$ cat src/rtl/adder_pkg.sv
// Shared definitions for the pipelined adder family: slice width and configuration check.
// Optional signed-overflow output is enabled with PIPELINED_ADDER_OVF_EN.
package adder_pkg;

   localparam int DEF_WIDTH  = 16;
   localparam int DEF_STAGES = 4;

   function automatic int slice_width(input int width, input int stages);
      return (stages >= 1) ? (width / stages) : 0;
   endfunction

   function automatic bit cfg_ok(input int width, input int stages);
      return (stages >= 1) && ((width % stages) == 0);
   endfunction

endpackage

$ cat src/rtl/adder_slice.sv
// CW-bit combinational ripple-carry slice built from full_adder cells.
// With PIPELINED_ADDER_OVF_EN defined it also exposes the carry into its MSB.
module adder_slice #(
   parameter int CW = 4
) (
   input  logic [CW-1:0] a,
   input  logic [CW-1:0] b,
   input  logic          cin,
   output logic [CW-1:0] s,
   output logic          cout
`ifdef PIPELINED_ADDER_OVF_EN
  ,output logic          cmsb
`endif
);

   logic [CW:0] c;

   assign c[0] = cin;

   for (genvar i = 0; i < CW; i++) begin : g_bit
      full_adder u_fa (
         .a    (a[i]),
         .b    (b[i]),
         .cin  (c[i]),
         .s    (s[i]),
         .cout (c[i+1])
      );
   end

   assign cout = c[CW];
`ifdef PIPELINED_ADDER_OVF_EN
   assign cmsb = c[CW-1];
`endif

endmodule

$ cat src/rtl/full_adder.sv
// Single-bit full adder cell used to build the ripple slices.
module full_adder (
   input  logic a,
   input  logic b,
   input  logic cin,
   output logic s,
   output logic cout
);

   assign s    = a ^ b ^ cin;
   assign cout = (a & b) | (cin & (a ^ b));

endmodule

$ cat src/rtl/pipelined_adder.sv
// Pipelined ripple-carry adder: one CW-bit slice per stage, carry registered between stages.
// Define PIPELINED_ADDER_OVF_EN to add the registered signed-overflow output ovf.
module pipelined_adder
   import adder_pkg::*;
#(
   parameter int WIDTH  = DEF_WIDTH,
   parameter int STAGES = DEF_STAGES
) (
   input  logic             clk,
   input  logic             rst,
   input  logic             in_valid,
   output logic             in_ready,
   input  logic [WIDTH-1:0] a,
   input  logic [WIDTH-1:0] b,
   input  logic             cin,
   output logic             out_valid,
   input  logic             out_ready,
   output logic [WIDTH-1:0] s,
   output logic             cout
`ifdef PIPELINED_ADDER_OVF_EN
  ,output logic             ovf
`endif
);

   localparam int CW = slice_width(WIDTH, STAGES);

   if (!cfg_ok(WIDTH, STAGES)) begin : g_bad_cfg
      $error("pipelined_adder: WIDTH must be a multiple of STAGES and STAGES >= 1");
   end

   // Handshake: a word moves on valid&ready at a rising edge. The whole pipe advances
   // together when the output slot is empty or being drained; in_ready never looks at in_valid.
   logic adv;
   assign adv      = !out_valid || out_ready;
   assign in_ready = adv;

   logic             vld_q  [STAGES];
   logic             cy_q   [STAGES];
   logic [WIDTH-1:0] sum_q  [STAGES];
   logic [WIDTH-1:0] opa_q  [STAGES];
   logic [WIDTH-1:0] opb_q  [STAGES];
   logic             cout_w [STAGES];
`ifdef PIPELINED_ADDER_OVF_EN
   logic             cmsb_w [STAGES];
`endif

   for (genvar k = 0; k < STAGES; k++) begin : g_stage
      logic [WIDTH-1:0] a_in, b_in, s_in, s_nxt;
      logic             c_in, v_in;
      logic [CW-1:0]    s_slice;

      // Stage 0 reads the ports; later stages read the skewed operands and partial sums.
      if (k == 0) begin : g_first
         assign a_in = a;
         assign b_in = b;
         assign s_in = '0;
         assign c_in = cin;
         assign v_in = in_valid;
      end else begin : g_next
         assign a_in = opa_q[k-1];
         assign b_in = opb_q[k-1];
         assign s_in = sum_q[k-1];
         assign c_in = cy_q[k-1];
         assign v_in = vld_q[k-1];
      end

      adder_slice #(.CW(CW)) u_slice (
         .a    (a_in[k*CW +: CW]),
         .b    (b_in[k*CW +: CW]),
         .cin  (c_in),
         .s    (s_slice),
         .cout (cout_w[k])
`ifdef PIPELINED_ADDER_OVF_EN
        ,.cmsb (cmsb_w[k])
`endif
      );

      always_comb begin
         s_nxt              = s_in;
         s_nxt[k*CW +: CW]  = s_slice;
      end

      always_ff @(posedge clk or posedge rst) begin
         if (rst) begin
            vld_q[k] <= 1'b0;
            cy_q[k]  <= 1'b0;
            sum_q[k] <= '0;
            opa_q[k] <= '0;
            opb_q[k] <= '0;
         end else if (adv) begin
            vld_q[k] <= v_in;
            cy_q[k]  <= cout_w[k];
            sum_q[k] <= s_nxt;
            opa_q[k] <= a_in;
            opb_q[k] <= b_in;
         end
      end
   end

   assign out_valid = vld_q[STAGES-1];
   assign s         = sum_q[STAGES-1];
   assign cout      = cy_q[STAGES-1];

`ifdef PIPELINED_ADDER_OVF_EN
   logic ovf_q;

   always_ff @(posedge clk or posedge rst) begin
      if (rst) begin
         ovf_q <= 1'b0;
      end else if (adv) begin
         ovf_q <= cmsb_w[STAGES-1] ^ cout_w[STAGES-1];
      end
   end

   assign ovf = ovf_q;
`endif

endmodule

$ cat config.mk
export PLATFORM = sky130hd
export DESIGN_NAME = pipelined_adder
export DESIGN_NICKNAME = d
export VERILOG_FILES = /design/src/rtl/adder_pkg.sv /design/src/rtl/adder_slice.sv /design/src/rtl/full_adder.sv /design/src/rtl/pipelined_adder.sv
export SDC_FILE = /design/constraint.sdc
export NUM_CORES = 1
export LEC_CHECK = 0
export ABC_AREA = 1
export CORE_MARGIN = 3
export CORE_UTILIZATION = 50
export CTS_CLUSTER_DIAMETER = 200
export DETAILED_ROUTE_END_ITERATION = 7
export MAX_ROUTING_LAYER = met4
export PLACE_DENSITY = 0.87
export SLEW_MARGIN = 10
export SYNTH_ARGS = -nofsm -noshare
export SYNTH_HDL_FRONTEND = slang
export SYNTH_SLANG_ARGS = --single-unit
export TNS_END_PERCENT = 20
$ cat constraint.sdc
create_clock -name clk -period 2.81 [get_ports clk]
set_clock_uncertainty 0.05 [all_clocks]
set_input_delay 0.281 -clock clk [delete_from_list [all_inputs] [get_ports clk]]
set_output_delay 0.281 -clock clk [all_outputs]
set_load 0.01 [all_outputs]
==> flow_summary.json <==
{
  "clk_pin_slew_worst_paths_ps": 100,
  "synth.distinct_cells": 11,
  "max_freq_mhz": 409,
  "final_cells": 625,
  "dpl.hpwl_mm": 5.30,
  "outcome": "complete, no violations",
  "synth_seq_cells": 96,
  "post_cts_buffers": 0,
  "crit_fanout": 2,
  "synth_area_um2": 4290,
  "wl_per_cell_um": 12.8,
  "cts_inserted_buffers": 9,
  "finalSetupViolCount": 0,
  "syn_to_final_growth_pct": 17.4,
  "startpoint_type": "flop",
  "coreArea_um2": 8260,
  "cap_violations": 0,
  "grt_pass1_vias": 3170,
  "fin_crit_ps": 2440,
  "viasPerCell": 5.03,
  "finalHoldViolCount": 0,
  "max-vdd-ir-drop_v": 0.000373,
  "r2r_setup_slack_ps": 370,
  "crit_required_ps": 3060,
  "htree_levels": 3,
  "period_share_pct": 86.9,
  "arrival_ps": 2700,
  "ant_nets": 0,
  "die-area_um2": 9720,
  "crit_path_end_kind": "flop",
  "fin_nets": 568,
  "leakage_nw": 2.66,
  "vias": 3141,
  "syn_avg_cell_area_um2": 9.06,
  "grt_first_pass_wirelength_mm": 13.9,
  "cts_buffer_depth": 2,
  "drt_wl_total_mm": 8.03,
  "gp_congestion": 0.759,
  "drt-pass1-iter-count": 4,
  "power.total_mw": 5.11,
  "synth_nets": 526,
  "die_x_um": 98.6,
  "power_density_nw_per_um2": 1020,
  "finalInstanceArea_um2": 5030,
  "rsz0062_at_grt": "false",
  "hold_ws_ps": 326,
  "ios": 56,
  "hp-class": "input port to async pin",
  "synthCells": 473,
  "insertion_delay_ps": 360,
  "cts_resized": 0,
  "place_area_um2": 4840,
  "port-buffer-count": 55,
  "cts_tree": "built",
  "tightest_slew_ps": 887,
  "grt_max_degree": 96,
  "dieHeight_um": 98.6,
  "drt_iter0_drc": 155,
  "grt_antenna_before_repair": 0,
  "yosys_warnings": 0,
  "layout_setup_ws_ps": 367,
  "dp_cells": 609,
  "slew_headroom_pct": 40.9,
  "overflow": 0,
  "clockRootBuffer": "clkbuf_8",
  "dpl_worst_slack_ps": 306,
  "final_max_slew_viol_count": 0,
  "seq_area_frac_synth_pct": 56.1,
  "critical_path_class": "flop to flop",
  "diodes": 0,
  "ctsHoldBuffers": 0,
  "drive_gt1_share_pct": 5.19,
  "initial_core_util_pct": 51.9,
  "drc": 0,
  "grt.total_usage_pct": 17.8,
  "rows": 33,
  "fin_util_pct": 60.9,
  "fin_setup_tns_ps": 0,
  "clock-sinks": 96
}
==> cell usage in the layout, fill, tap and decap left out <==
cell type,instances
nand3_1,95
clkinv_2,1
dfrtp_2,1
inv_6,1
nand2_4,1
buf_4,6
clkdlybuf4s50_1,55
buf_12,1
clkbuf_8,11
dfrtp_1,95
clkinvlp_4,1
inv_2,1
inv_1,41
nand2_1,191
fa_1,16
clkinv_4,3
==> area by class of cell <==
cell class              instances  area, µm²
clock buffers                  11        151
clock inverters                 5       40.0
fillers                       675       3230
inverters                      43        165
multi-input cells             303       1520
flip-flops and latches         96       2400
well taps                     105        131
repair buffers                 62        616
==> state kept, by name, indices dropped and copies added (netlist names) <==
| signal | cells |
|---|---|
| cout | 1 |
| g_stage.a_in | 24 |
| g_stage.b_in | 24 |
| g_stage.c_in | 3 |
| g_stage.s_in | 24 |
| g_stage.v_in | 3 |
| out_valid | 1 |
| s | 16 |
==> cells in the mapped netlist <==
| master | number | area [µm²] |
|---|---|---|
| inv_2 | 1 | 3.75 |
| nand2_1 | 191 | 717 |
| nand2_4 | 1 | 11.3 |
| buf_1 | 3 | 11.3 |
| buf_6 | 5 | 56.3 |
| buf_2 | 17 | 85.1 |
| fa_1 | 16 | 320 |
| nand3_1 | 95 | 475 |
| buf_4 | 6 | 45.0 |
| dfrtp_1 | 96 | 2400 |
| inv_1 | 42 | 158 |
==> metal layers <==
layer	up-vias	GRT usage, %	wire length (µm)
met4	0	7.56	206
met3	20	3.40	394
met2	77	28.7	3860
li1	1541	-	-
met5	-	-	0
met1	1503	22.3	3570
==> path summary, 6_finish.rpt <==
path / from / depth (start not counted) / to
worst max register to register: g_stage[3].a_in[12] / 10 / s[15]
max in group asynchronous: rst / 3 / g_stage[1].a_in[7]
worst min-delay path: rst / 2 / g_stage[1].b_in[15]
min in group clk: a[13] / 3 / g_stage[1].a_in[13]
worst min register to register: g_stage[3].s_in[8] / 2 / s[8]
worst max-delay path: g_stage[3].a_in[12] / 10 / s[15]
==> kinds of logic (layout without fill, tap and decap cells) <==
family / after synthesis / count (layout) / share of synthesized area, %
adder cells (fa/ha/maj): 16 / 16 / 7.47
buffers and inverters: 74 / 121 / 8.38
flip-flops: 96 / 96 / 56.1
AND/OR/NAND/NOR: 287 / 287 / 28.1
==> report_power, final <==
part / leakage, nW / switching, mW / internal (mW) / total, mW
clock network: 0.0999 / 0.477 / 0.377 / 0.853
registers: 1.17 / 0.345 / 1.98 / 2.32
logic: 1.40 / 1.12 / 0.812 / 1.94
==> worst max-delay path: stages (launching register included) <==
cell and delay (ps):
dfrtp_1 410, inv_1 80, fa_1 160, inv_1 50, fa_1 440, fa_1 480
inv_1 120, fa_1 400, inv_1 60, nand2_1 50, nand2_1 70
No activity file was read; power rests on OpenSTA's default activity.
